$ cat src/rtl/seq_control_unit.sv
// Sequencer for a multi-cycle register-transfer processor: fetch in IDLE, then 1 (moves) or 3 (ALU) execute steps.
// Outputs are combinational from state/IR/run/g_zero; no backpressure, and run is only sampled in IDLE.
module seq_control_unit #(
  parameter int DATA_W = 16,
  parameter int N_REGS = 8
) (
  input  logic              clock,
  input  logic              resetn,
  input  logic              run,
  input  logic [DATA_W-1:0] din,
  input  logic              g_zero,
  output logic              IRin,
  output logic              DINout,
  output logic              Ain,
  output logic              Gin,
  output logic              Gout,
  output logic [N_REGS-1:0] Rout,
  output logic [N_REGS-1:0] Rin,
  output logic [2:0]        alu_op,
  output logic              done,
  output logic              busy,
  output logic              illegal
);

  localparam int RB   = $clog2(N_REGS);
  localparam int IR_W = 4 + 2 * RB;

  localparam logic [3:0] OP_NOP  = 4'd0;
  localparam logic [3:0] OP_MV   = 4'd1;
  localparam logic [3:0] OP_ADD  = 4'd2;
  localparam logic [3:0] OP_SUB  = 4'd3;
  localparam logic [3:0] OP_MVI  = 4'd4;
  localparam logic [3:0] OP_AND  = 4'd5;
  localparam logic [3:0] OP_OR   = 4'd6;
  localparam logic [3:0] OP_MVNZ = 4'd7;

  typedef enum logic [1:0] {
    S_IDLE = 2'd0,
    S_T1   = 2'd1,
    S_T2   = 2'd2,
    S_T3   = 2'd3
  } state_t;

  state_t            state_q, state_d;
  logic [IR_W-1:0]   ir_q, ir_d;

  logic [3:0]        opcode;
  logic [RB-1:0]     rx_idx, ry_idx;
  logic [N_REGS-1:0] rx_oh, ry_oh;
  logic [2:0]        alu_sel;

  assign opcode = ir_q[IR_W-1 -: 4];
  assign rx_idx = ir_q[2*RB-1:RB];
  assign ry_idx = ir_q[RB-1:0];
  assign rx_oh  = N_REGS'(1) << rx_idx;
  assign ry_oh  = N_REGS'(1) << ry_idx;

  // Upper din bits carry immediates for the datapath only; the sequencer never looks at them.
  if (DATA_W > IR_W) begin : g_din_hi
    logic unused_din_hi;
    assign unused_din_hi = ^din[DATA_W-1:IR_W];
  end

  always_comb begin
    alu_sel = 3'd0;
    case (opcode)
      OP_ADD:  alu_sel = 3'd1;
      OP_SUB:  alu_sel = 3'd2;
      OP_AND:  alu_sel = 3'd3;
      OP_OR:   alu_sel = 3'd4;
      default: alu_sel = 3'd0;
    endcase
  end

  always_comb begin
    state_d = state_q;
    ir_d    = ir_q;
    IRin    = 1'b0;
    DINout  = 1'b0;
    Ain     = 1'b0;
    Gin     = 1'b0;
    Gout    = 1'b0;
    Rout    = '0;
    Rin     = '0;
    alu_op  = 3'd0;
    done    = 1'b0;
    busy    = 1'b0;
    illegal = 1'b0;

    case (state_q)
      S_IDLE: begin
        IRin = run;
        if (run) begin
          ir_d    = din[IR_W-1:0];
          state_d = S_T1;
        end
      end
      S_T1: begin
        busy    = 1'b1;
        state_d = S_IDLE;
        case (opcode)
          OP_NOP: done = 1'b1;
          OP_MV: begin
            Rout = ry_oh;
            Rin  = rx_oh;
            done = 1'b1;
          end
          OP_MVI: begin
            DINout = 1'b1;
            Rin    = rx_oh;
            done   = 1'b1;
          end
          OP_MVNZ: begin
            if (!g_zero) begin
              Rout = ry_oh;
              Rin  = rx_oh;
            end
            done = 1'b1;
          end
          OP_ADD, OP_SUB, OP_AND, OP_OR: begin
            Rout    = rx_oh;
            Ain     = 1'b1;
            state_d = S_T2;
          end
          default: begin
            done    = 1'b1;
            illegal = 1'b1;
          end
        endcase
      end
      S_T2: begin
        busy    = 1'b1;
        Rout    = ry_oh;
        alu_op  = alu_sel;
        Gin     = 1'b1;
        state_d = S_T3;
      end
      S_T3: begin
        busy    = 1'b1;
        Gout    = 1'b1;
        Rin     = rx_oh;
        done    = 1'b1;
        state_d = S_IDLE;
      end
      default: state_d = S_IDLE;
    endcase

    // IDLE decode would otherwise echo run onto IRin while reset is held.
    if (!resetn) begin
      IRin    = 1'b0;
      DINout  = 1'b0;
      Ain     = 1'b0;
      Gin     = 1'b0;
      Gout    = 1'b0;
      Rout    = '0;
      Rin     = '0;
      alu_op  = 3'd0;
      done    = 1'b0;
      busy    = 1'b0;
      illegal = 1'b0;
    end
  end

  always_ff @(posedge clock or negedge resetn) begin
    if (!resetn) begin
      state_q <= S_IDLE;
      ir_q    <= '0;
    end else begin
      state_q <= state_d;
      ir_q    <= ir_d;
    end
  end

  a_single_bus_driver: assert property (@(posedge clock) disable iff (!resetn)
    $onehot0({Gout, DINout, |Rout}));

endmodule

$ cat config.mk
export PLATFORM = sky130hd
export DESIGN_NAME = seq_control_unit
export DESIGN_NICKNAME = d
export VERILOG_FILES = /design/src/rtl/seq_control_unit.sv
export SDC_FILE = /design/constraint.sdc
export NUM_CORES = 1
export LEC_CHECK = 0
export BUFFER_PORTS_ARGS = -buffer_cell sky130_fd_sc_hd__buf_2
export CAP_MARGIN = 20
export CELL_PAD_IN_SITES_DETAIL_PLACEMENT = 2
export CELL_PAD_IN_SITES_GLOBAL_PLACEMENT = 2
export CORE_UTILIZATION = 29
export DETAILED_ROUTE_END_ITERATION = 10
export GPL_TIMING_DRIVEN = 0
export HOLD_SLACK_MARGIN = 0.1
export PLACE_DENSITY_LB_ADDON = 0.25
export SLEW_MARGIN = 20
export SYNTH_ARGS = -nofsm -noshare
export SYNTH_HDL_FRONTEND = slang
export SYNTH_SLANG_ARGS = --single-unit
$ cat constraint.sdc
create_clock -name clock -period 4.8 [get_ports clock]
set_clock_uncertainty 0.2 [all_clocks]
set_input_delay 0.72 -clock clock [delete_from_list [all_inputs] [get_ports clock]]
set_output_delay 0.72 -clock clock [all_outputs]
set_load 0.05 [all_outputs]
Word-level counts from Yosys, hierarchy flattened
Index checks and enable logic that the tools add are counted.
{"block": "classes", "reduce_logical": 7, "n_eq_ne": 11, "shift": 2, "n_mux": 34}
{"operator": "8-bit case mux with 2 select lines", "n": 3}
{"operator": "8-bit 2-to-1 mux", "n": 4}
{"operator": "8-bit case mux with 3 select lines", "n": 1}
{"operator": "1-bit 2-to-1 mux", "n": 19}
{"operator": "4-bit by 3-bit == test with 1-bit output, second input constant", "n": 4}
{"operator": "1-bit by 3-bit << shifter with 8-bit output, first input constant", "n": 2}
{"operator": "3-bit case mux with 4 select lines", "n": 1}
{"operator": "4-bit by 2-bit == test with 1-bit output, second input constant", "n": 2}
{"operator": "2-bit case mux with 4 select lines", "n": 1}
{"operator": "8-bit OR reduction", "n": 1}
{"operator": "3-bit 2-to-1 mux", "n": 2}
{"operator": "2-bit == test, second input constant", "n": 2}
{"operator": "4-bit by 1-bit == test with 1-bit output, second input constant", "n": 1}
{"operator": "4-bit zero test", "n": 1}
{"operator": "2-bit 2-to-1 mux", "n": 2}
{"operator": "4-bit OR reduction", "n": 1}
{"operator": "3-bit OR reduction", "n": 1}
{"operator": "2-bit by 1-bit == test with 1-bit output, second input constant", "n": 1}
{"operator": "2-bit zero test", "n": 1}
{"operator": "2-bit inequality test, second input constant", "n": 1}
{"operator": "1-bit case mux with 2 select lines", "n": 1}
{"operator": "2-bit AND reduction", "n": 1}
{"operator": "2-bit OR reduction", "n": 1}
{"block": "totals", "output_inout_bits": 27, "reg_bits": 12}

Depth between registers and ports, before layout
{"block": "logic_depth", "ltp_word": 5, "ltp_mapped": 5, "depth_no_buf": 5}

Worst setup path before layout
No wires, ideal clock.
{"block": "synth_path", "kind": "in2out", "startpoint": "input port resetn", "endpoint": "output port alu_op[0]", "path_slack_ns": 1.833, "n_path_buf": 1, "t_arrival_ns": 2.047, "required_ns": 3.880, "cell_stages": 3, "path_cell_list": "buf_2 -> nand2_1 -> nor3_1"}
{"block": "synth_between", "elab_chain_len": 1}
{"element": "from (decl)", "line_no": "8", "rtl": "input logic resetn,"}
{"element": "3-bit 2-to-1 mux", "line_no": "149", "rtl": "if (!resetn) begin"}
{"element": "to (decl)", "line_no": "19", "rtl": "output logic [2:0] alu_op,"}
Every way passes these cells.

Worst setup path after layout
{"block": "layout_path", "startpoint": "input port resetn", "endpoint": "output port Rout[1]"}
{"block": "layout_between", "elab_chain_len": 1}
{"element": "8-bit 2-to-1 mux", "line_no": "149"}
{"element": "to (decl)", "line_no": "17", "rtl": "output logic [N_REGS-1:0] Rout,"}
Every way passes these cells.

==> impl_results.md <==
- Post-cts resize count: 0
- # H-tree levels: 1
- Unrepaired setup endpoints after global routing: false
- Worst Setup Start Kind: input port
- Initial core utilization: 31.0%
- Post-synth top area share: 28.4%
- Slew @ Worst Pin: 410 ps
- Peak supply drop: 0.000251 V
- Period utilisation layout: 64.9%
- IO buf count: 40
- Mapped Nets: 131
- N_diodes: 0
- Die Span Y: 62.4 um
- GRT overflow: 0
- FF/Latch Area: 300 um2
- Fin. max-slew vios: 0
- Largest net degree at the start of global routing: 17
- Crit path cell chain: buf_2 > and2_4 > or3b_1 > o22ai_1 > buf_2
- Hold Crit Class: input port to asynchronous set/reset pin
- Area Overhead vs Synth: 26.5%
- Cell area after placement: 1320 um2
- Top Ports: 47
- Ys async rst share: 100%
- Clk Latency, worst-skew pair: 270 ps
- Ranking of synthesized cells by area: dfrtp_1 (28%), mux2_2 (11%), ha_1 (5.9%)
- Hpwl dp: 2.55 mm
- Ys flop type: dfrtp_1
- Number of synthesized flops with an enable pin: 0
- Fillers: 397
- Cell Area, Synth: 1060 um2
- Crit. End Element: output pin
- Clk sink count: 12
- Yosys reg bits: 12
- Routability cong.: 0.726
- Multi-input logic area: 708 um2
- GRT Util Overall: 17.1%
- Die width: 62.4 um
- Setup TNS: 0 ps
- Power Total: 835 uW
- Wire per inst: 16.1 um
- DRC viols: 0
- Netlist cell types: 39
- Setup violators final: 0
- Leading area contributor after synthesis: dfrtp_1
- Clock slew at reported path FFs: 70 ps
- Initial antenna violation count: 0
- Cts bufs inserted: 3
- Vias in the first global route: 1048
- Final hold vios: 0
- Row count: 21
- CTS root buffer: clkbuf_4
- CTS tree: yes
- Setup ws final: 1690 ps
- Vias/cell: 5.12
- ANT nets after route: 0
- Util after Layout: 39.2%
- 1st-pass router iterations: 4
- Sequential fraction of the synthesis area: 28.4%
- Design area: 1340 um2
- Clock buffer depth: 2
- Largest delay share family, worst path: simple AND/OR/NAND/NOR gates
- Post-CTS setup buffers: 0
- CP bufs+invs: 2
- PwrDens: 624 nW/um2
- Placed Instances: 192
- Hold_buf cts: 0
- CP Class: input port to output pin
- Synthesis warning total: 0
- Layout Nets: 176
- Fmax achieved: 0.321 GHz
- Leakage: 0.651 nW
- WHS: 137 ps
- Slew HR: 72.6%
- Req. time, crit path: 3880 ps
- Place WS: 1730 ps
- Cell mode on critical path: buf_2
- Synthesized area per cell: 9.99 um2
- Tmin final: 3110 ps
- Final WL: 3.15 mm
- Core box area: 3420 um2
- CP max stage cell: or3b_1
- Total vias in the final route: 999
- Status: finished, final reports clean
- Largest stage delay, worst path: 400 ps
- Max-Cap Viols: 0
- Mapped Cells: 106
- Critical path peak fanout: 16
- Layout cells sized above 1: 47.7%
- Initial DRC count: 27
- Die footprint: 3900 um2
- Crit path DAT: 2190 ps
- Finished Layout Cells: 195
- Global-route wire length before repair: 5.29 mm
## cell type report
cell class | count | share of cell area (%)
plain buffers | 4 | 2.34
flip-flops and latches | 12 | 22.4
clock buffers | 3 | 1.68
multi-input cells | 85 | 52.9
well taps | 46 | 4.30
inverters | 5 | 1.40
repair buffers | 40 | 15.0
## per-layer routing
metal	track usage, %	vias to the layer above	routed length, um
met5	0	-	0
met4	5.23	0	25
met3	2.01	4	83
met2	31.3	20	1650
met1	20.7	482	1390
li1	-	493	-
## logic make-up (layout without fill, tap and decap cells)
group / Yosys count / in the layout / synth area share (%)
AND/OR/NAND/NOR: 37 / 37 / 24.6
multiplexers: 10 / 10 / 10.6
XOR/XNOR: 2 / 2 / 1.66
flip-flops: 12 / 12 / 28.4
adder cells (fa/ha/maj): 5 / 5 / 5.91
AO/OA/AOI/OAI: 31 / 31 / 24.1
buffers and inverters: 9 / 52 / 4.73
## layout by cell type, fill, tap and decap left out, drive strengths merged, types with 2 or more instances in the layout
master and instances:
buf 44, dfrtp 12, a21oi 11, mux2 10
o22ai 8, inv 5, ha 5, nor2 4
and3 4, and3b 4, nand2 3, nand3b 3
nor2b 3, clkbuf 3, and4b 3, o21ai 3
nand2b 2, o2111ai 2, o221ai 2, xor2 2
nor3 2, and2 2, or2 2
## registers in the layout, summed over array words and instances (netlist names), named ones only
register,cells
ir_q,10
state_q,1
## synthesized netlist by cell type (2+ instances only)
cell       number
a21oi_1        11
and3_1          4
and3b_1         2
and3b_4         2
and4b_1         2
buf_4           2
dfrtp_1        12
ha_1            5
inv_1           5
mux2_2         10
nand2_1         3
nand2b_1        2
nand3b_1        3
nor2_1          4
nor2b_1         3
nor3_1          2
o2111ai_2       2
o21ai_0         2
o221ai_2        2
o22ai_1         8
xor2_1          2
## where the power goes
group	switching [mW]	total, mW	leakage [nW]	internal [mW]
combinational	0.344	0.559	0.495	0.215
sequential	0.0609	0.215	0.142	0.154
clock	0.0323	0.0613	0.0138	0.0290
## path summary, 6_finish.rpt
| path | endpoint | slack [ps] | depth (start not counted) | start |
|---|---|---|---|---|
| setup / recovery | Rout[1] | 1690 | 5 | resetn |
| hold / removal | ir_q[6] | 140 | 1 | resetn |
| setup reg to reg | ir_q[5] | 3020 | 4 | state_q[0] |
| hold reg to reg | ir_q[3] | 400 | 1 | ir_q[3] |
| max in group asynchronous | ir_q[4] | 4010 | 1 | resetn |
| min in group clock | ir_q[3] | 400 | 1 | ir_q[3] |
Note: power is estimated with default switching activity, not from simulation.
